--- config.mk ---
export PLATFORM = sky130hd
export DESIGN_NAME = nx_fifo_prefetch
export DESIGN_NICKNAME = d
export VERILOG_FILES = /design/src/rtl/nx_fifo_prefetch_pkg.sv /design/src/rtl/nx_fifo_prefetch_buf.sv /design/src/rtl/nx_fifo_prefetch.sv
export SDC_FILE = /design/constraint.sdc
export NUM_CORES = 1
export LEC_CHECK = 0
export ABC_AREA = 1
export ABC_CLOCK_PERIOD_IN_PS = 6600
export CAP_MARGIN = 20
export CORE_ASPECT_RATIO = 1.75
export CORE_MARGIN = 2
export CORE_UTILIZATION = 50
export DETAILED_ROUTE_END_ITERATION = 6
export GPL_ROUTABILITY_DRIVEN = 0
export HOLD_SLACK_MARGIN = 0.1
export PLACE_DENSITY = 0.77
export REMOVE_ABC_BUFFERS = 1
export SLEW_MARGIN = 10
export SYNTH_ARGS = -nofsm -noshare
export SYNTH_HDL_FRONTEND = slang
export SYNTH_SLANG_ARGS = --single-unit
export TNS_END_PERCENT = 20
--- constraint.sdc ---
create_clock -name clk -period 6.6 [get_ports clk]
set_input_delay 1.32 -clock clk [delete_from_list [all_inputs] [get_ports clk]]
set_output_delay 1.32 -clock clk [all_outputs]
set_load 0.05 [all_outputs]
--- src/rtl/nx_fifo_prefetch_pkg.sv ---
// Shared state encoding and constants for the nx_fifo_prefetch read-side stage.
package nx_fifo_prefetch_pkg;

  typedef enum logic [1:0] {
    EMPTY  = 2'd0,
    ACTIVE = 2'd1,
    FLUSH  = 2'd2
  } pf_state_e;

  localparam int PF_DEPTH_MIN = 3;
  localparam int RAM_RD_LAT   = 1;

endpackage

--- src/rtl/nx_fifo_prefetch_buf.sv ---
// Circular register buffer holding prefetched FIFO words; head is always
// presented on o_rdata, flush empties it in one edge.
module nx_fifo_prefetch_buf #(
  parameter int DW    = 32,
  parameter int DEPTH = 3,
  parameter int CNT_W = 2
) (
  input  logic             clk,
  input  logic             rst_n,
  input  logic             i_push,
  input  logic             i_pop,
  input  logic             i_flush,
  input  logic [DW-1:0]    i_wdata,
  output logic [DW-1:0]    o_rdata,
  output logic [CNT_W-1:0] o_count
);

  localparam int PTR_W = $clog2(DEPTH);

  logic [DW-1:0]    r_mem [DEPTH];
  logic [PTR_W-1:0] r_head;
  logic [PTR_W-1:0] r_tail;
  logic [CNT_W-1:0] r_count;

  function automatic logic [PTR_W-1:0] ptr_inc(input logic [PTR_W-1:0] p);
    return (p == PTR_W'(DEPTH - 1)) ? '0 : p + 1'b1;
  endfunction

  always_ff @(posedge clk) begin
    if (!rst_n) begin
      r_head  <= '0;
      r_tail  <= '0;
      r_count <= '0;
      for (int i = 0; i < DEPTH; i++) r_mem[i] <= '0;
    end else if (i_flush) begin
      r_head  <= '0;
      r_tail  <= '0;
      r_count <= '0;
    end else begin
      if (i_push) begin
        r_mem[r_tail] <= i_wdata;
        r_tail        <= ptr_inc(r_tail);
      end
      if (i_pop) r_head <= ptr_inc(r_head);
      case ({i_push, i_pop})
        2'b10:   r_count <= r_count + 1'b1;
        2'b01:   r_count <= r_count - 1'b1;
        default: r_count <= r_count;
      endcase
    end
  end

  assign o_rdata = r_mem[r_head];
  assign o_count = r_count;

endmodule

--- src/rtl/nx_fifo_prefetch.sv ---
// Read-side prefetch for the nx_fifo_ctrl pointer controller: pops RAM words
// ahead of demand and serves them on valid/ready. Optional per-word parity
// checking is built when NX_FIFO_PREFETCH_PARITY_EN is defined.
//
// state  | meaning
// EMPTY  | buffer empty, no read in flight
// ACTIVE | words held in the buffer and/or a read in flight
// FLUSH  | clear seen; buffer emptied, pops held off for one cycle
module nx_fifo_prefetch #(
  parameter int WIDTH    = 32,
  parameter int PF_DEPTH = 3,
  parameter int CNT_W    = 2
) (
  input  logic             clk,
  input  logic             rst_n,
  input  logic             clear,
  input  logic             fifo_empty,
  output logic             fifo_ren,
  input  logic [WIDTH-1:0] mem_rdata,
  input  logic             mem_rpar,
  output logic             out_valid,
  input  logic             out_ready,
  output logic [WIDTH-1:0] out_data,
  output logic [CNT_W-1:0] pf_used,
  output logic             parity_err
);

  import nx_fifo_prefetch_pkg::*;

  if (PF_DEPTH < PF_DEPTH_MIN) begin : g_bad_depth
    $error("nx_fifo_prefetch: PF_DEPTH must be at least %0d", PF_DEPTH_MIN);
  end
  if ((1 << CNT_W) <= PF_DEPTH) begin : g_bad_cnt_w
    $error("nx_fifo_prefetch: CNT_W too narrow for PF_DEPTH");
  end

`ifdef NX_FIFO_PREFETCH_PARITY_EN
  localparam int EW = WIDTH + 1;
`else
  localparam int EW = WIDTH;
`endif

  pf_state_e        r_state;
  pf_state_e        w_state_nxt;
  logic             r_inflight;
  logic [CNT_W:0]   w_occ;
  logic [CNT_W-1:0] w_count;
  logic [CNT_W-1:0] w_count_nxt;
  logic             w_push;
  logic             w_xfer;
  logic             w_pop;
  logic [EW-1:0]    w_wdata;
  logic [EW-1:0]    w_rdata;

  // Issue depends only on registered state, clear and fifo_empty so that
  // out_ready never has a combinational path into the controller.
  assign w_occ    = {1'b0, w_count} + {{CNT_W{1'b0}}, r_inflight};
  assign fifo_ren = rst_n && !fifo_empty && !clear && (r_state != FLUSH) &&
                    (w_occ < (CNT_W + 1)'(PF_DEPTH));

  assign w_push    = r_inflight && !clear && (r_state != FLUSH);
  assign out_valid = (w_count != '0);
  assign w_xfer    = out_valid && out_ready;
  assign w_pop     = w_xfer && !clear;
  assign w_count_nxt = w_count + CNT_W'(w_push) - CNT_W'(w_pop);

  assign out_data = w_rdata[WIDTH-1:0];
  assign pf_used  = w_count;

  nx_fifo_prefetch_buf #(
    .DW    (EW),
    .DEPTH (PF_DEPTH),
    .CNT_W (CNT_W)
  ) u_buf (
    .clk     (clk),
    .rst_n   (rst_n),
    .i_push  (w_push),
    .i_pop   (w_pop),
    .i_flush (clear),
    .i_wdata (w_wdata),
    .o_rdata (w_rdata),
    .o_count (w_count)
  );

  always_ff @(posedge clk) begin
    if (!rst_n) begin
      r_state    <= EMPTY;
      r_inflight <= 1'b0;
    end else begin
      r_state    <= w_state_nxt;
      r_inflight <= fifo_ren;
    end
  end

  always_comb begin
    w_state_nxt = r_state;
    if (clear) begin
      w_state_nxt = FLUSH;
    end else begin
      case (r_state)
        EMPTY:   if (fifo_ren) w_state_nxt = ACTIVE;
        ACTIVE:  if ((w_count_nxt == '0) && !fifo_ren) w_state_nxt = EMPTY;
        FLUSH:   w_state_nxt = EMPTY;
        default: w_state_nxt = EMPTY;
      endcase
    end
  end

`ifdef NX_FIFO_PREFETCH_PARITY_EN
  logic r_parity_err;

  assign w_wdata = {mem_rpar, mem_rdata};

  // Checked on every transfer, including one that coincides with clear.
  always_ff @(posedge clk) begin
    if (!rst_n)                   r_parity_err <= 1'b0;
    else if (w_xfer && !(^w_rdata)) r_parity_err <= 1'b1;
  end

  assign parity_err = r_parity_err;
`else
  logic w_unused_par;

  assign w_unused_par = mem_rpar;
  assign w_wdata      = mem_rdata;
  assign parity_err   = 1'b0;
`endif

  a_pf_used_bound: assert property (@(posedge clk) disable iff (!rst_n)
    pf_used <= CNT_W'(PF_DEPTH));

endmodule

==> results of run 1 <==
## routing by layer
| metal | up-vias | track usage [%] | share of wire [%] | routed length, um |
|---|---|---|---|---|
| li1 | 1946 | - | - | - |
| met1 | 2035 | 22.3 | 36 | 4810 |
| met2 | 137 | 40.2 | 57 | 7670 |
| met3 | 17 | 6.10 | 5.4 | 718 |
| met4 | 0 | 8.52 | 1.5 | 197 |
| met5 | - | 0 | 0 | 0 |
## flip-flops by register name, summed over array words and instances, names as in the netlist, named ones only
signal,flops
u_buf.o_count,2
r_state,2
r_inflight,1
u_buf.r_tail,2
u_buf.r_mem,128
u_buf.r_head,2
## cells in the mapped netlist, drive strengths merged
cell type and number:
a21oi 5, buf 15, clkbuf 14, conb 1, dfxtp 11, edfxtp 128
ha 4, inv 52, nand2 15, nand3 10, nor2 170, nor3 1
nor4 1, o21a 1, o21ai 67, o22ai 32, o31ai 1, or2 2
## cell type report
cell class / instances / area, sq um
fillers: 856 / 4180
flip-flops and latches: 139 / 4070
clock inverters: 12 / 216
repair buffers: 76 / 763
clock buffers: 20 / 467
well taps: 135 / 169
multi-input cells: 310 / 1530
inverters: 52 / 195
## worst register-to-register path: cells and delay by family (launching register included)
family | cells | cell delay [ps]
and+or+nand+nor | 5 | 1700
DFF | 1 | 330
buffers and inverters | 1 | 50
## cells by family after synthesis
kind of cell	count (synthesis)	synth area share (%)
AOI/OAI and AO/OA	106	9.65
adders and majority gates	4	0.839
buffers and inverters	81	6.40
DFF	139	68.2
other	1	0.0629
and+or+nand+nor	199	14.9
## power by group
part           switching [mW]  internal [mW]  total [mW]
Combinational          0.0863         0.0456       0.132
Sequential            0.00687          0.985       0.991
Clock                   0.345          0.736        1.08
Total                   0.438           1.77        2.20
## path summary, 6_finish.rpt
path         cells past startpoint  slack (ps)                end  startpoint
max                              6        2040           fifo_ren       rst_n
min                              2         480         r_state[0]  r_state[0]
max reg2reg                      6        4110  u_buf.r_mem[1][4]  r_state[0]
min reg2reg                      2         480         r_state[0]  r_state[0]
## metrics by stage
step	instances	hold WS (ps)	util [%]	worst slack (ps)	area, sq um
finish	744	483	63.9	2040	7410
floorplan	501	435	-	1520	5780
global route	744	507	63.9	1930	7410
global placement	711	449	57.9	2080	6700
detailed placement	711	484	57.9	2030	6700
CTS	743	491	63.8	1990	7390
==> results.sh, run 1 <==
export IMPL_run_status="finished, final reports clean"
export IMPL_max_freq_mhz=220
export IMPL_power_density_cells_nw_per_um2=298
export IMPL_synth_warnings=0
export IMPL_commonest_non_fill_non_tap_cell_in_the_layout="sky130_fd_sc_hd__nor2_1"
export IMPL_drt_wl_total_um=13400
export IMPL_crit_path_kind="in -> out"
export IMPL_maxSlewHeadroom_pct=30.5
export IMPL_drc_errors=0
export IMPL_pin_count=75
export IMPL_rsz0062_at_grt="no"
export IMPL_critPathTopFamily="buffers and inverters"
export IMPL_post_cts_resize_count=0
export IMPL_overflow=0
export IMPL_worst_ep_arrival_time_ps=3240
export IMPL_design_die_area_sq_um=12800
export IMPL_synth_seq_cells=139
export IMPL_buffer_count_from_post_cts_setup_fixing=0
export IMPL_synth_area_sq_um=5960
export IMPL_grt_first_pass_wirelength_um=20800
export IMPL_routed_via_density=5.56
export IMPL_worstSetupStartpointType="input pin"
export IMPL_tritoncts_num_buffers=17
export IMPL_hold_path_class="reg -> reg"
export IMPL_cell_with_the_most_instances_on_the_worst_path="sky130_fd_sc_hd__clkdlybuf4s50_1"
export IMPL_post_drt_antenna_nets=0
export IMPL_finalClockSkew_ps=4.64
export IMPL_yosysUniqueCellTypes=27
export IMPL_clock_pin_slew_on_the_worst_setup_and_hold_paths_ps=60
export IMPL_finalCritPeriodShare_pct=69.0
export IMPL_synth_seq_area_share_pct=68.2
export IMPL_clockRootBuffer="sky130_fd_sc_hd__clkbuf_16"
export IMPL_htree_levels=4
export IMPL_floorplan_core_area_sq_um=11600
export IMPL_drt_pass1_iterations=5
export IMPL_largest_net_degree_at_the_start_of_global_routing=66
export IMPL_synth_top_cell_area_share_pct=64.5
export IMPL_area_growth_synth_to_final_pct=24.2
export IMPL_drive_above_1_share_pct=11.3
export IMPL_die_height_um=148
export IMPL_timing_critical_path_slowest_cell_delay_ps=800
export IMPL_timing_worst_slew_pin_value_ps=1040
export IMPL_post_cts_hold_buffer_count=0
export IMPL_fin_crit_ps=4560
export IMPL_final_max_slew_viol_count=0
export IMPL_total_leakage_power_nw=2.86
export IMPL_route_detailed_wl_per_inst_um=18.0
export IMPL_clkLatencyLatePin_ps=410
export IMPL_placement_rows=52
export IMPL_post_synth_main_area_contributors="sky130_fd_sc_hd__edfxtp_1 (64%), sky130_fd_sc_hd__nor2_1 (9.5%), sky130_fd_sc_hd__o21ai_0 (5.6%)"
export IMPL_antenna_violations_before_repair=0
export IMPL_critical_path_cell_chain="clkdlybuf4s50_1 > inv_2 > nor2_4 > nand3_1 > inv_1 > clkdlybuf4s50_1"
export IMPL_finalHoldViolations=0
export IMPL_cts_tree="yes"
export IMPL_worst_setup_path_end_kind="primary output"
export IMPL_overall_power_mw=2.20
export IMPL_timing_max_cap_violations=0
export IMPL_synth_area_per_cell_sq_um=11.2
export IMPL_die_x_um=86.5
export IMPL_antenna_diode_count=0
export IMPL_cp_buffers_inverters=4
export IMPL_cts_root_to_sink_buffers=2
export IMPL_finalSetupViolations=0
export IMPL_worst_path_max_fanout=5
export IMPL_required_ps=5280
export IMPL_numClockSinks=139
export IMPL_worst_ir_drop_vdd_mv=0.211
export IMPL_numPortBuffers=72
export IMPL_start_util_pct=51.5
export IMPL_fin_tns_setup_ps=0
export IMPL_finish_net_count=638
export IMPL_synthCells=530
export IMPL_vias=4135
export IMPL_cpMaxStageDelayCell="sky130_fd_sc_hd__clkdlybuf4s50_1"
export IMPL_layout_common_cells="sky130_fd_sc_hd__nor2_1 (151), sky130_fd_sc_hd__edfxtp_1 (128), sky130_fd_sc_hd__clkdlybuf4s50_1 (72)"
export IMPL_drt_iter0_markers=393
export IMPL_global_route_usage_total_pct=21.6
export IMPL_number_of_global_route_vias_before_repair=4495
export IMPL_hpwl_after_detailed_placement_um=7340
export IMPL_biggest_area_consumer_among_synthesized_cells="sky130_fd_sc_hd__edfxtp_1"
Note: power is estimated with default switching activity, not from simulation.
==> run 2: changes to the inputs <==
- ABC_CLOCK_PERIOD_IN_PS: 6600 -> 4400
- clock period: 6.6 -> 4.4 ns (I/O delays scaled with it)
==> run 2 against run 1 <==
Net effect:
- die area stayed put
- critical path depth is 2 lower
- sequential share of layout area is 0.99 points higher
- global-route usage is 0.067 points higher
==> results.sh, run 2 (same netlist as run 1, synthesis figures left out) <==
export IMPL_run_status="finished, final reports clean"
export IMPL_drt_iter0_markers=306
export IMPL_netSwitchingFraction_pct=21.1
export IMPL_largest_net_degree_at_the_start_of_global_routing=39
export IMPL_layout_core_utilization_pct=62.8
export IMPL_tritoncts_num_buffers=17
export IMPL_internal_power_contribution_mw=2.36
export IMPL_htree_levels=4
export IMPL_cts_tree="yes"
export IMPL_rsz0062_at_grt="no"
export IMPL_cts_root_to_sink_buffers=2
export IMPL_finalSetupViolations=0
export IMPL_design_die_area_sq_um=12800
export IMPL_grt_first_pass_wirelength_um=20900
export IMPL_max_flop_register="u_buf.r_mem"
export IMPL_numClockSinks=139
export IMPL_timing_worst_slew_pin_value_ps=915
export IMPL_vias=4194
export IMPL_crit_path_kind="reg -> out"
export IMPL_finalCritPeriodShare_pct=85.7
export IMPL_route_detailed_wl_per_inst_um=17.6
export IMPL_commonest_non_fill_non_tap_cell_in_the_layout="sky130_fd_sc_hd__nor2_1"
export IMPL_required_ps=3520
export IMPL_cpMaxStageDelayCell="sky130_fd_sc_hd__clkdlybuf4s50_1"
export IMPL_post_cts_hold_buffer_count=0
export IMPL_worstSetupStartpointType="flop"
export IMPL_numPortBuffers=72
export IMPL_post_cts_resize_count=0
export IMPL_die_height_um=148
export IMPL_start_util_pct=51.5
export IMPL_drt_wl_total_um=13200
export IMPL_number_of_global_route_vias_before_repair=4379
export IMPL_drive_above_1_share_pct=10.6
export IMPL_routed_via_density=5.61
export IMPL_layout_common_cells="sky130_fd_sc_hd__nor2_1 (151), sky130_fd_sc_hd__edfxtp_1 (128), sky130_fd_sc_hd__clkdlybuf4s50_1 (72)"
export IMPL_total_leakage_power_nw=2.81
export IMPL_drc_errors=0
export IMPL_hold_path_class="reg -> reg"
export IMPL_timing_max_cap_violations=0
export IMPL_pin_count=75
export IMPL_antenna_violations_before_repair=0
export IMPL_worst_ir_drop_vdd_mv=0.291
export IMPL_area_growth_synth_to_final_pct=22.0
export IMPL_finish_net_count=641
export IMPL_critical_path_cell_chain="buf_4 > o21ai_0 > o22ai_1 > clkdlybuf4s50_1"
export IMPL_clockRootBuffer="sky130_fd_sc_hd__clkbuf_16"
export IMPL_power_density_cells_nw_per_um2=412
export IMPL_placement_rows=52
export IMPL_switching_power_mw=0.632
export IMPL_worst_ep_arrival_time_ps=2890
export IMPL_finalClockSkew_ps=3.34
export IMPL_worst_path_max_fanout=38
export IMPL_max_freq_mhz=265
export IMPL_floorplan_core_area_sq_um=11600
export IMPL_post_drt_antenna_nets=0
export IMPL_overflow=0
export IMPL_clock_pin_slew_on_the_worst_setup_and_hold_paths_ps=50
export IMPL_cp_buffers_inverters=2
export IMPL_global_route_usage_total_pct=21.7
export IMPL_flip_flop_count_of_the_largest_register_all_copies_and_words_added=128
export IMPL_pwr_share_clk_pct=43.7
export IMPL_die_x_um=86.5
export IMPL_overall_power_mw=2.99
export IMPL_pwr_share_comb_pct=6.6
export IMPL_buffer_count_from_post_cts_setup_fixing=0
export IMPL_critPathTopFamily="buffers and inverters"
export IMPL_clkLatencyLatePin_ps=420
export IMPL_final_max_slew_viol_count=0
export IMPL_maxSlewHeadroom_pct=38.8
export IMPL_hpwl_after_detailed_placement_um=7630
export IMPL_drt_pass1_iterations=5
export IMPL_seqPwrFrac_pct=49.7
export IMPL_antenna_diode_count=0
export IMPL_timing_critical_path_slowest_cell_delay_ps=860
export IMPL_finalHoldViolations=0
export IMPL_fin_crit_ps=3770
export IMPL_worst_setup_path_end_kind="primary output"
==> run 2: cell count changes in the layout (fill, tap and decap cells not counted), sizes merged <==
cell	before	now
clkinv	5	10
buf	4	7
clkinvlp	1	0
bufinv	6	2
==> run 2: final cells by class <==
type,count,area (sq um)
fillers,888,4310
flip-flops and latches,139,4070
multi-input cells,310,1530
repair buffers,79,773
clock buffers,20,437
inverters,52,195
well taps,135,169
clock inverters,12,105
==> run 2: final timing paths <==
kind	startpoint	to	slack (ps)	cells past startpoint
max	flop	out_data[15]	630	4
max reg2reg	r_state[0]	u_buf.r_mem[2][5]	2010	6
min	r_state[0]	r_state[0]	470	2
min reg2reg	r_state[0]	r_state[0]	470	2
==> run 2: worst register-to-register path, cell delays in order (launching register included) <==
cell and delay [ps]:
sky130_fd_sc_hd__dfxtp_1 330, sky130_fd_sc_hd__inv_1 50, sky130_fd_sc_hd__nand2_2 80, sky130_fd_sc_hd__nand3_4 120, sky130_fd_sc_hd__nor2_8 170, sky130_fd_sc_hd__nand3_4 400, sky130_fd_sc_hd__nand2_2 840
==> run 2: metrics by stage <==
step	TNS [ps]	cell area, sq um	cells	setup slack [ps]	hold slack [ps]
4_1_cts	0	7270	747	598	471
5_1_grt	0	7270	747	477	488
2_1_floorplan	-7820	5780	501	-244	435
3_3_place_gp	0	6730	715	768	449
6_report	0	7270	747	627	467
3_5_place_dp	0	6730	715	749	462
==> run 2: power by group through the flow <==
stage	clock, mW	sequential [mW]	combinational (mW)
5_1_grt	1.36	1.49	0.211
4_1_cts	1.31	1.49	0.200
3_3_place_gp	0	1.51	0.196
3_5_place_dp	0	1.51	0.198
6_report	1.31	1.49	0.198
2_1_floorplan	0	1.51	0.110
==> run 2: per-layer routing <==
layer  routed length [um]  vias up  global-route usage [%]  share of wire [%]
met5                    0        -                       0                  0
met4                  261        0                    12.2                2.0
met3                  758       26                    6.27                5.8
met2                 7330      158                    38.0                 56
met1                 4810     2062                    22.8                 37
li1                     -     1948                       -                  -
